===== src/rtl/universal_register.sv =====
// rtl/universal_register.sv - parametrised load/inc/dec/shift register with carry capture and zero flag
//
// Purpose:
//   General-purpose datapath register (address, program counter, accumulator).
//   One command acts per cycle, chosen by fixed priority:
//   clr > load > inc > dec > shl > shr > hold.
//
// Parameters:
//   WIDTH     - register width in bits (>= 2)
//   IN_WIDTH  - width of the parallel load bus (>= WIDTH); upper bits are discarded
//   SATURATE  - 0: inc/dec wrap modulo 2^WIDTH; 1: inc/dec clamp at all-ones/zero
//   RESET_VAL - register value while and after reset
//
// Ports:
//   i_clk     - clock, state changes on rising edge
//   i_rst_n   - asynchronous active-low reset
//   i_clr     - clear register and carry to zero
//   i_load    - load i_indata[WIDTH-1:0]
//   i_inc     - increment by one
//   i_dec     - decrement by one
//   i_shl     - shift left, i_sin enters the LSB
//   i_shr     - logical shift right, i_sin enters the MSB
//   i_sin     - serial input bit for shifts
//   i_indata  - parallel load data
//   o_outdata - register contents
//   o_cout    - registered carry/borrow/shift-out of the last operation
//   o_zero    - high when o_outdata is zero
module universal_register #(
  parameter int                 WIDTH     = 12,
  parameter int                 IN_WIDTH  = 16,
  parameter int                 SATURATE  = 0,
  parameter logic [WIDTH-1:0]   RESET_VAL = '0
) (
  input  logic                i_clk,
  input  logic                i_rst_n,
  input  logic                i_clr,
  input  logic                i_load,
  input  logic                i_inc,
  input  logic                i_dec,
  input  logic                i_shl,
  input  logic                i_shr,
  input  logic                i_sin,
  input  logic [IN_WIDTH-1:0] i_indata,
  output logic [WIDTH-1:0]    o_outdata,
  output logic                o_cout,
  output logic                o_zero
);

  localparam logic [WIDTH-1:0] LP_ONE = {{(WIDTH-1){1'b0}}, 1'b1};

  logic [WIDTH-1:0] r_data;
  logic             r_cout;
  logic [WIDTH-1:0] w_next_data;
  logic             w_next_cout;
  logic             w_all_ones;
  logic             w_is_zero;
  logic             w_unused_indata;

  assign w_all_ones = &r_data;
  assign w_is_zero  = ~|r_data;

  // Upper load bits are intentionally dropped; the reduction keeps every bit referenced.
  assign w_unused_indata = ^i_indata;

  always_comb begin
    w_next_data = r_data;
    w_next_cout = r_cout;
    if (i_clr) begin
      w_next_data = '0;
      w_next_cout = 1'b0;
    end else if (i_load) begin
      w_next_data = i_indata[WIDTH-1:0];
      w_next_cout = 1'b0;
    end else if (i_inc) begin
      // Carry flags the all-ones boundary in both modes; saturating mode also holds there.
      w_next_cout = w_all_ones;
      if (!(SATURATE != 0 && w_all_ones)) begin
        w_next_data = r_data + LP_ONE;
      end
    end else if (i_dec) begin
      // Borrow flags the zero boundary in both modes; saturating mode also holds there.
      w_next_cout = w_is_zero;
      if (!(SATURATE != 0 && w_is_zero)) begin
        w_next_data = r_data - LP_ONE;
      end
    end else if (i_shl) begin
      w_next_data = {r_data[WIDTH-2:0], i_sin};
      w_next_cout = r_data[WIDTH-1];
    end else if (i_shr) begin
      w_next_data = {i_sin, r_data[WIDTH-1:1]};
      w_next_cout = r_data[0];
    end
  end

  always_ff @(posedge i_clk or negedge i_rst_n) begin
    if (!i_rst_n) begin
      r_data <= RESET_VAL;
      r_cout <= 1'b0;
    end else begin
      r_data <= w_next_data;
      r_cout <= w_next_cout;
    end
  end

  assign o_outdata = r_data;
  assign o_cout    = r_cout;
  assign o_zero    = w_is_zero;

endmodule


===== config.mk =====
export PLATFORM = sky130hd
export DESIGN_NAME = universal_register
export DESIGN_NICKNAME = d
export VERILOG_FILES = /design/src/rtl/universal_register.sv
export SDC_FILE = /design/constraint.sdc
export NUM_CORES = 1
export LEC_CHECK = 0
export BUFFER_PORTS_ARGS = -buffer_cell sky130_fd_sc_hd__buf_2
export CAP_MARGIN = 10
export CORE_MARGIN = 8
export CORE_UTILIZATION = 25
export DETAILED_ROUTE_END_ITERATION = 8
export GPL_TIMING_DRIVEN = 0
export PLACE_DENSITY_LB_ADDON = 0.08
export SLEW_MARGIN = 10
export SYNTH_ARGS = -nofsm -noshare
export SYNTH_HDL_FRONTEND = slang
export SYNTH_SLANG_ARGS = --single-unit

===== constraint.sdc =====
create_clock -name i_clk -period 1.76 [get_ports i_clk]
set_input_delay 0.176 -clock i_clk [delete_from_list [all_inputs] [get_ports i_clk]]
set_output_delay 0.176 -clock i_clk [all_outputs]
set_load 0.02 [all_outputs]

# == After elaboration in Yosys (flattened, before gate mapping) ==
# Index checks and enable logic that the tools add are counted.
# Widths: inputs -> output; s select.
# classes
add_sub_neg,2
muxes,12
reduce_logical,4
# op_table
op,n
$mux 12,6
$add 12x1->12 const B,1
$reduce_and 12->1,1
$reduce_or 12->1,1
$sub 12x1->12 const B,1
$mux 1,6
$reduce_bool 6->1,1
$logic_not 1->1,1
# totals
register_bits,13
inputBits,25
out_inout_bits,14
word_cells,20

# == Longest topological paths before layout ==
# Gate-level depths: netlist of run 1.
# logic_depth
depth_word,6
depth_mapped,8

# == Worst setup path before layout of run 1 ==
# No wires, ideal clock.
# synth_timing
kind,reg2reg
startpoint,"register r_data[0], in the netlist o_outdata[0]"
endpoint,"register r_data[6], in the netlist o_outdata[6]"
setup_time_ns,0.094
t_arrival_ns,1.902
t_required_ns,1.666
slack_ns,-0.236
stages_incl_launch_ff,9
path_buffers,1
period_less_slack_ns,1.996
path_cell_list,dfrtp_1 > buf_2 > inv_1 > ha_1 > or3b_4 > nor3_2 > xor2_1 > a21oi_1 > a221oi_2
# synth_via
elab_chain_cells,5
# synth_rtl
element,line,text
from (decl),51,logic [WIDTH-1:0] r_data;
from (signal assigned),100,r_data <= w_next_data;
$sub 12x1->12,84,w_next_data = r_data - LP_ONE;
$mux 12,80,end else if (i_dec) begin
$mux 12 *,74,end else if (i_inc) begin
$mux 12 *,71,end else if (i_load) begin
$mux 12 *,68,if (i_clr) begin
# Mark *: on every way between the ends. The rest lies on a longest branch, timed or not.
# A chain may end at the register's enable or synchronous reset.

# == Worst setup path after layout of run 1 ==
# layout_timing
startpoint,"register r_data[8], in the netlist o_outdata[8]"
endpoint,output o_zero
# layout_via
elab_chain_cells,2
# layout_rtl
element,line,text
$reduce_or 12->1,60,assign w_is_zero = ~|r_data;
$logic_not 1->1,60,
to (decl),46,output logic o_zero
# Every way passes these cells.

==> impl_results.md, run 1 <==
- Sink Count: 13
- Largest net degree at the start of global routing: 14
- Worst slew pin tran: 0.6378 ns
- Max Clock Freq: 0.5497 GHz
- Share of the synthesized area in the top cell type: 0.2078
- DR iter-0 viols: between 100 and 150
- Drt pass-1 iters: 4
- CTS Buf Count: 3
- Critical path class: reg2out
- Place WS: -0.2417 ns
- Peak VDD IR: about 0.00023 V
- Post-layout min period: 1.819 ns
- Max cap viols: 0
- Synth warnings: 0
- Slowest CP cell: dfrtp_2
- WP data arrival: approximately 1.6 ns
- HPWL after DPL: between 4 and 5 mm
- Post-synth top cells: 15 x a21oi_1, 15 x o21ai_0, 14 x nor2_1
- FP Rows: 29
- Root Buffer: clkbuf_8
- Die Y-Extent: approximately 95 um
- Setup crit end kind: output port
- Fin util: 0.3448
- Clock Skew: 0.002600 ns
- Worst-path clk slew: ~0.060 ns
- Initial Util: 0.2523
- Final setup margin: -0.05925 ns
- Layout cells sized above 1: 0.4134
- Mean post-synth cell area: 7.749 um2
- Flip-flop and latch count after synthesis: 13
- Final setup fails: 3
- DRC viols: 0
- GR Overflow Total: 0
- GP Congestion: around 0.85
- Fillers: about 680
- Global-route wire length before repair: 9.494 mm
- Routed vias/inst: 5.245
- Port Buffers: 33
- Post-route ant nets: 0
- Failing checks: negative setup slack
- Worst setup SP type: register
- Rel. slew slack: 0.5748
- Worst-Skew Late Latency: 0.25 ns
- H-tree depth: 1
- Final nets: roughly 280
- Post-Place Cells: approximately 310
- Vias in the first global route: between 1500 and 2000
- Final hold vios: 0
- Syn_nets: 230
- WL final: between 5 and 6 mm
- Static leakage: roughly 0.9 nW
- Crit path largest cell delay: between 0.4 and 0.5 ns
- Tot GR Track Use: 0.1347
- Initial antenna violation count: 0
- Inserted Diodes: 0
- DIE AREA: approximately 9000 um2
- CTS tree: done
- Final Cycle Share: 1.034
- Worst path required time: roughly 1.6 ns
- Clk buf depth: 2
- Post-synth EDFFs: 0
- Top Ports: 39
- Ys flop type: dfrtp_1
- Netlist cell types: 60
- Slew Limit Fails: 0
- Cell Area, Synth: around 1600 um2
- Worst hold path type: in2reg
- Cell accounting for the most synthesized area: dfrtp_1
- Critical-path cell list: nor4_4, buf_4, nand3b_4, nor4b_4, buf_4
- Top cells by area, synth: dfrtp_1 21%, a21oi_1 4.8%, o21ai_0 4.8%
- Register area share after synthesis: 0.2078
- Vias: about 1700
- Unrepaired setup endpoints after global routing: yes
- Outcome: finished, violations left
- Area of the core: 6205 um2
- Die X: 95.13 um
- Cell repeated most along the worst path: buf_4
- Finished Layout Cells: approximately 330
- Routed len/inst: roughly 18 um
- Maximum fanout along the worst path: 2
- Asr flop ratio synth: 1.000
- Pwr dens: 564.6 nW/um2
- Hold WS: around 0.17 ns
- Layout area overhead: 36.69%
- Power, Total: between 1 and 1.5 mW
- Synth Instances: around 200
layer usage:
metal	part of all wire	GRT usage	vias to the layer above
met5	0	0	-
met4	0.0095	0.04291	0
met3	0.044	0.01811	4
met2	0.46	0.2094	33
met1	0.48	0.1868	842
li1	-	-	857
layout by cell type (no fill, tap or decap), types with 3 or more instances in the layout:
cell type  synthesis  layout
o211ai_1           6       6
a211oi_1           5       3
inv_1              9       7
o21ai_0           15      14
dfrtp_2            0       5
clkbuf_8           0       3
nand2_1           13      13
nand2b_1           6       6
buf_2             12      40
nor2b_1            3       3
nand3_1            7       5
xnor2_1            6       5
mux2i_1            6       6
buf_6              3       6
nor3_1            10       9
clkbuf_1           3       4
nor2_1            14      13
a21oi_1           15      13
dfrtp_1           13       8
buf_4              2      18
area by class of cell:
cell class,instances,area [um2],share of cell area
buffer,18,118.9,0.05556
clock buffer,4,45.04,0.02105
inverter,9,38.79,0.01813
multi-input combinational,160,1204,0.5626
sequential,13,331.6,0.1550
tap,77,96.34,0.04503
timing repair buffer,50,305.3,0.1427
final timing paths:
check,startpoint,to,slack (ns),cells past startpoint
max,o_outdata[8],o_zero,-0.06,5
min,i_indata[9],o_outdata[9],0.17,3
max reg2reg,o_outdata[1],o_outdata[6],-0.05,8
min reg2reg,o_cout,o_cout,0.49,2
max in group asynchronous,i_rst_n,o_outdata[8],1.14,2
min in group asynchronous,i_rst_n,o_outdata[3],0.36,2
where the power goes:
part	leakage (nW)	internal [mW]	total (mW)	switching, mW
logic	0.717	0.250	0.579	0.329
registers	0.163	0.325	0.348	0.0230
clock network	0.0228	0.160	0.281	0.121
sequential cells by signal, indices dropped and copies added, names as in the netlist:
| register | flops |
|---|---|
| o_cout | 1 |
| o_outdata | 12 |
metrics by stage:
stage                     area [um2]  setup TNS [ns]
final                           2140         -0.1186
after global routing            2140         -0.6557
after CTS                       2046         -0.2017
after detailed placement        1872         -0.4982
after global placement          1872         -0.5484
after floorplan                 1610         -0.1757
logic make-up after synthesis:
group	share of synthesized area
flip-flops	0.2078
XOR/XNOR	0.04477
buffers and inverters	0.09832
AO/OA/AOI/OAI	0.2758
adder cells (fa/ha/maj)	0.02398
AND/OR/NAND/NOR	0.3038
multiplexers	0.04556
critical path: cells and delay by family (launching register included):
family,cells,cell delay [ns]
buffers and inverters,2,0.37
DFF,1,0.42
and+or+nand+nor,3,0.60
what timing repair did:
action                                 in CTS  in global routing
hold buffers                                1                  0
buffers inserted                           14                  3
endpoints found under the hold margin      13                  0
pin swaps                                  10                 13
cloned                                      0                  0
gates resized for setup                    10                 18
setup endpoints to repair                   9                 11
(Power assumes the default switching activity.)
==> inputs of run 2 (changes only) <==
CORE_UTILIZATION = 48   (was 25)
==> impl_results.md, run 2 (synthesis gave the netlist of run 1 again) <==
- Worst path required time: approximately 2.0 ns
- Post-route ant nets: 0
- WP data arrival: roughly 2.1 ns
- Routed len/inst: ~19 um
- Worst-path clk slew: roughly 0.11 ns
- WL final: roughly 5.5 mm
- Maximum fanout along the worst path: 6
- Tot GR Track Use: 0.2086
- Die Y-Extent: ~73 um
- Top Ports: 39
- Static leakage: 0.8630 nW
- Layout cells sized above 1: 0.3785
- Final setup fails: 5
- Worst setup SP type: register
- Routed vias/inst: approximately 6
- Final Cycle Share: 1.097
- Area of the core: between 3000 and 4000 um2
- Unrepaired setup endpoints after global routing: yes
- Initial antenna violation count: 0
- Failing checks: negative setup slack
- Layout area overhead: 28.54%
- Slew Limit Fails: 0
- Power, Total: between 1 and 1.5 mW
- DR iter-0 viols: between 100 and 150
- Drt pass-1 iters: 4
- Setup crit end kind: register
- Die X: 73.11 um
- FF+latch area: between 300 and 400 um2
- Global-route wire length before repair: between 8 and 9 mm
- GP Congestion: approximately 0.92
- Worst-Skew Late Latency: 0.30 ns
- CTS tree: done
- Critical path class: reg2reg
- Final hold vios: 0
- Vias in the first global route: around 1700
- Max cap viols: 0
- DIE AREA: ~5300 um2
- Clock Skew: 0.01775 ns
- Post-DP Area: around 1800 um2
- Max layer used: met4
- CTS Buf Count: 3
- Hold WS: between 0.1 and 0.15 ns
- Root Buffer: clkbuf_4
- Metal3 WL: approximately 360 um
- Reg2reg setup slack: -0.17 ns
- Rel. slew slack: 0.6015
- Final setup margin: -0.1711 ns
- Initial Util: 0.5085
- Fillers: approximately 300
- Outcome: finished, violations left
- Final instance area: 2012 um2
- Port Buffers: 33
- Vias: roughly 1800
- Post-Place Cells: 279
- Pwr dens: between 500 and 600 nW/um2
- Peak VDD IR: 0.0002776 V
- Clk buf depth: 2
- H-tree depth: 1
- Final nets: 280
- Post-layout min period: approximately 1.9 ns
- Wire length on met2: between 2 and 2.5 mm
- Leading cell type in the layout, fill and taps excluded: buf_2
- Most frequent cells in the layout: 39 x buf_2, 16 x buf_4, 14 x o21ai_0, 14 x nor2_1
- Max reg flops: 12
- Worst hold path type: in2reg
- Worst slew pin tran: 0.5977 ns
- FP Rows: 20
- Inserted Diodes: 0
- Met1 wire length: 2.527 mm
- GR Overflow Total: 0
- Sink Count: 13
- Finished Layout Cells: between 200 and 300
- HPWL after DPL: 3.892 mm
- Max Clock Freq: 0.5178 GHz
- DRC viols: 0
- Area of the multi-input gates: roughly 1200 um2
- Largest net degree at the start of global routing: 14
[run 2: per-layer routing]
| metal | vias up | track usage |
|---|---|---|
| met1 | 851 | 0.2889 |
| li1 | 849 | - |
| met2 | 78 | 0.3059 |
| met3 | 10 | 0.03434 |
| met4 | 0 | 0.08889 |
| met5 | - | 0 |
[run 2: through the flow]
stage / util / setup TNS, ns / worst slack (ns)
final: 0.6537 / -0.4683 / -0.1711
after global routing: 0.6537 / -1.059 / -0.2359
after CTS: 0.6215 / -0.3023 / -0.1701
after detailed placement: 0.5947 / -0.3699 / -0.1725
after global placement: 0.5947 / -0.2570 / -0.1336
after floorplan: - / -0.1757 / -0.07593
[run 2: cell type report]
cell class	count	share of cell area
Multi-Input combinational cell	160	0.5777
Timing Repair Buffer	47	0.1368
Clock buffer	4	0.01306
Inverter	9	0.02052
Tap cell	44	0.02736
Sequential cell	13	0.1642
Buffer	18	0.06032
[run 2: what timing repair did]
item / 4_1_cts / 5_1_grt
gates resized for setup: 5 / 14
hold endpoints to repair: 13 / 0
hold buffers: 1 / 0
pin swaps: 9 / 11
setup endpoints to repair: 8 / 11
setup buffers: 7 / 7
[run 2: critical path: stages (launching register included)]
cell	delay [ns]
dfrtp_2	0.44
buf_6	0.14
inv_6	0.06
ha_4	0.14
or3b_4	0.39
nor3_2	0.13
xor2_1	0.20
a21oi_2	0.09
a221oi_2	0.23
[run 2: final timing paths]
| kind | to | depth (start not counted) | startpoint |
|---|---|---|---|
| setup / recovery | o_outdata[6] | 8 | o_outdata[0] |
| hold / removal | o_outdata[4] | 3 | i_indata[4] |
| setup reg to reg | o_outdata[6] | 8 | o_outdata[0] |
| hold reg to reg | o_cout | 2 | o_cout |
| max in group asynchronous | o_outdata[8] | 2 | i_rst_n |
| min in group asynchronous | o_outdata[2] | 2 | i_rst_n |
[run 2: power by group]
part	switching, mW	total, mW	internal (mW)
Clock	0.125	0.213	0.0881
Combinational	0.315	0.546	0.231
Sequential	0.0234	0.347	0.324
Total	0.463	1.11	0.643
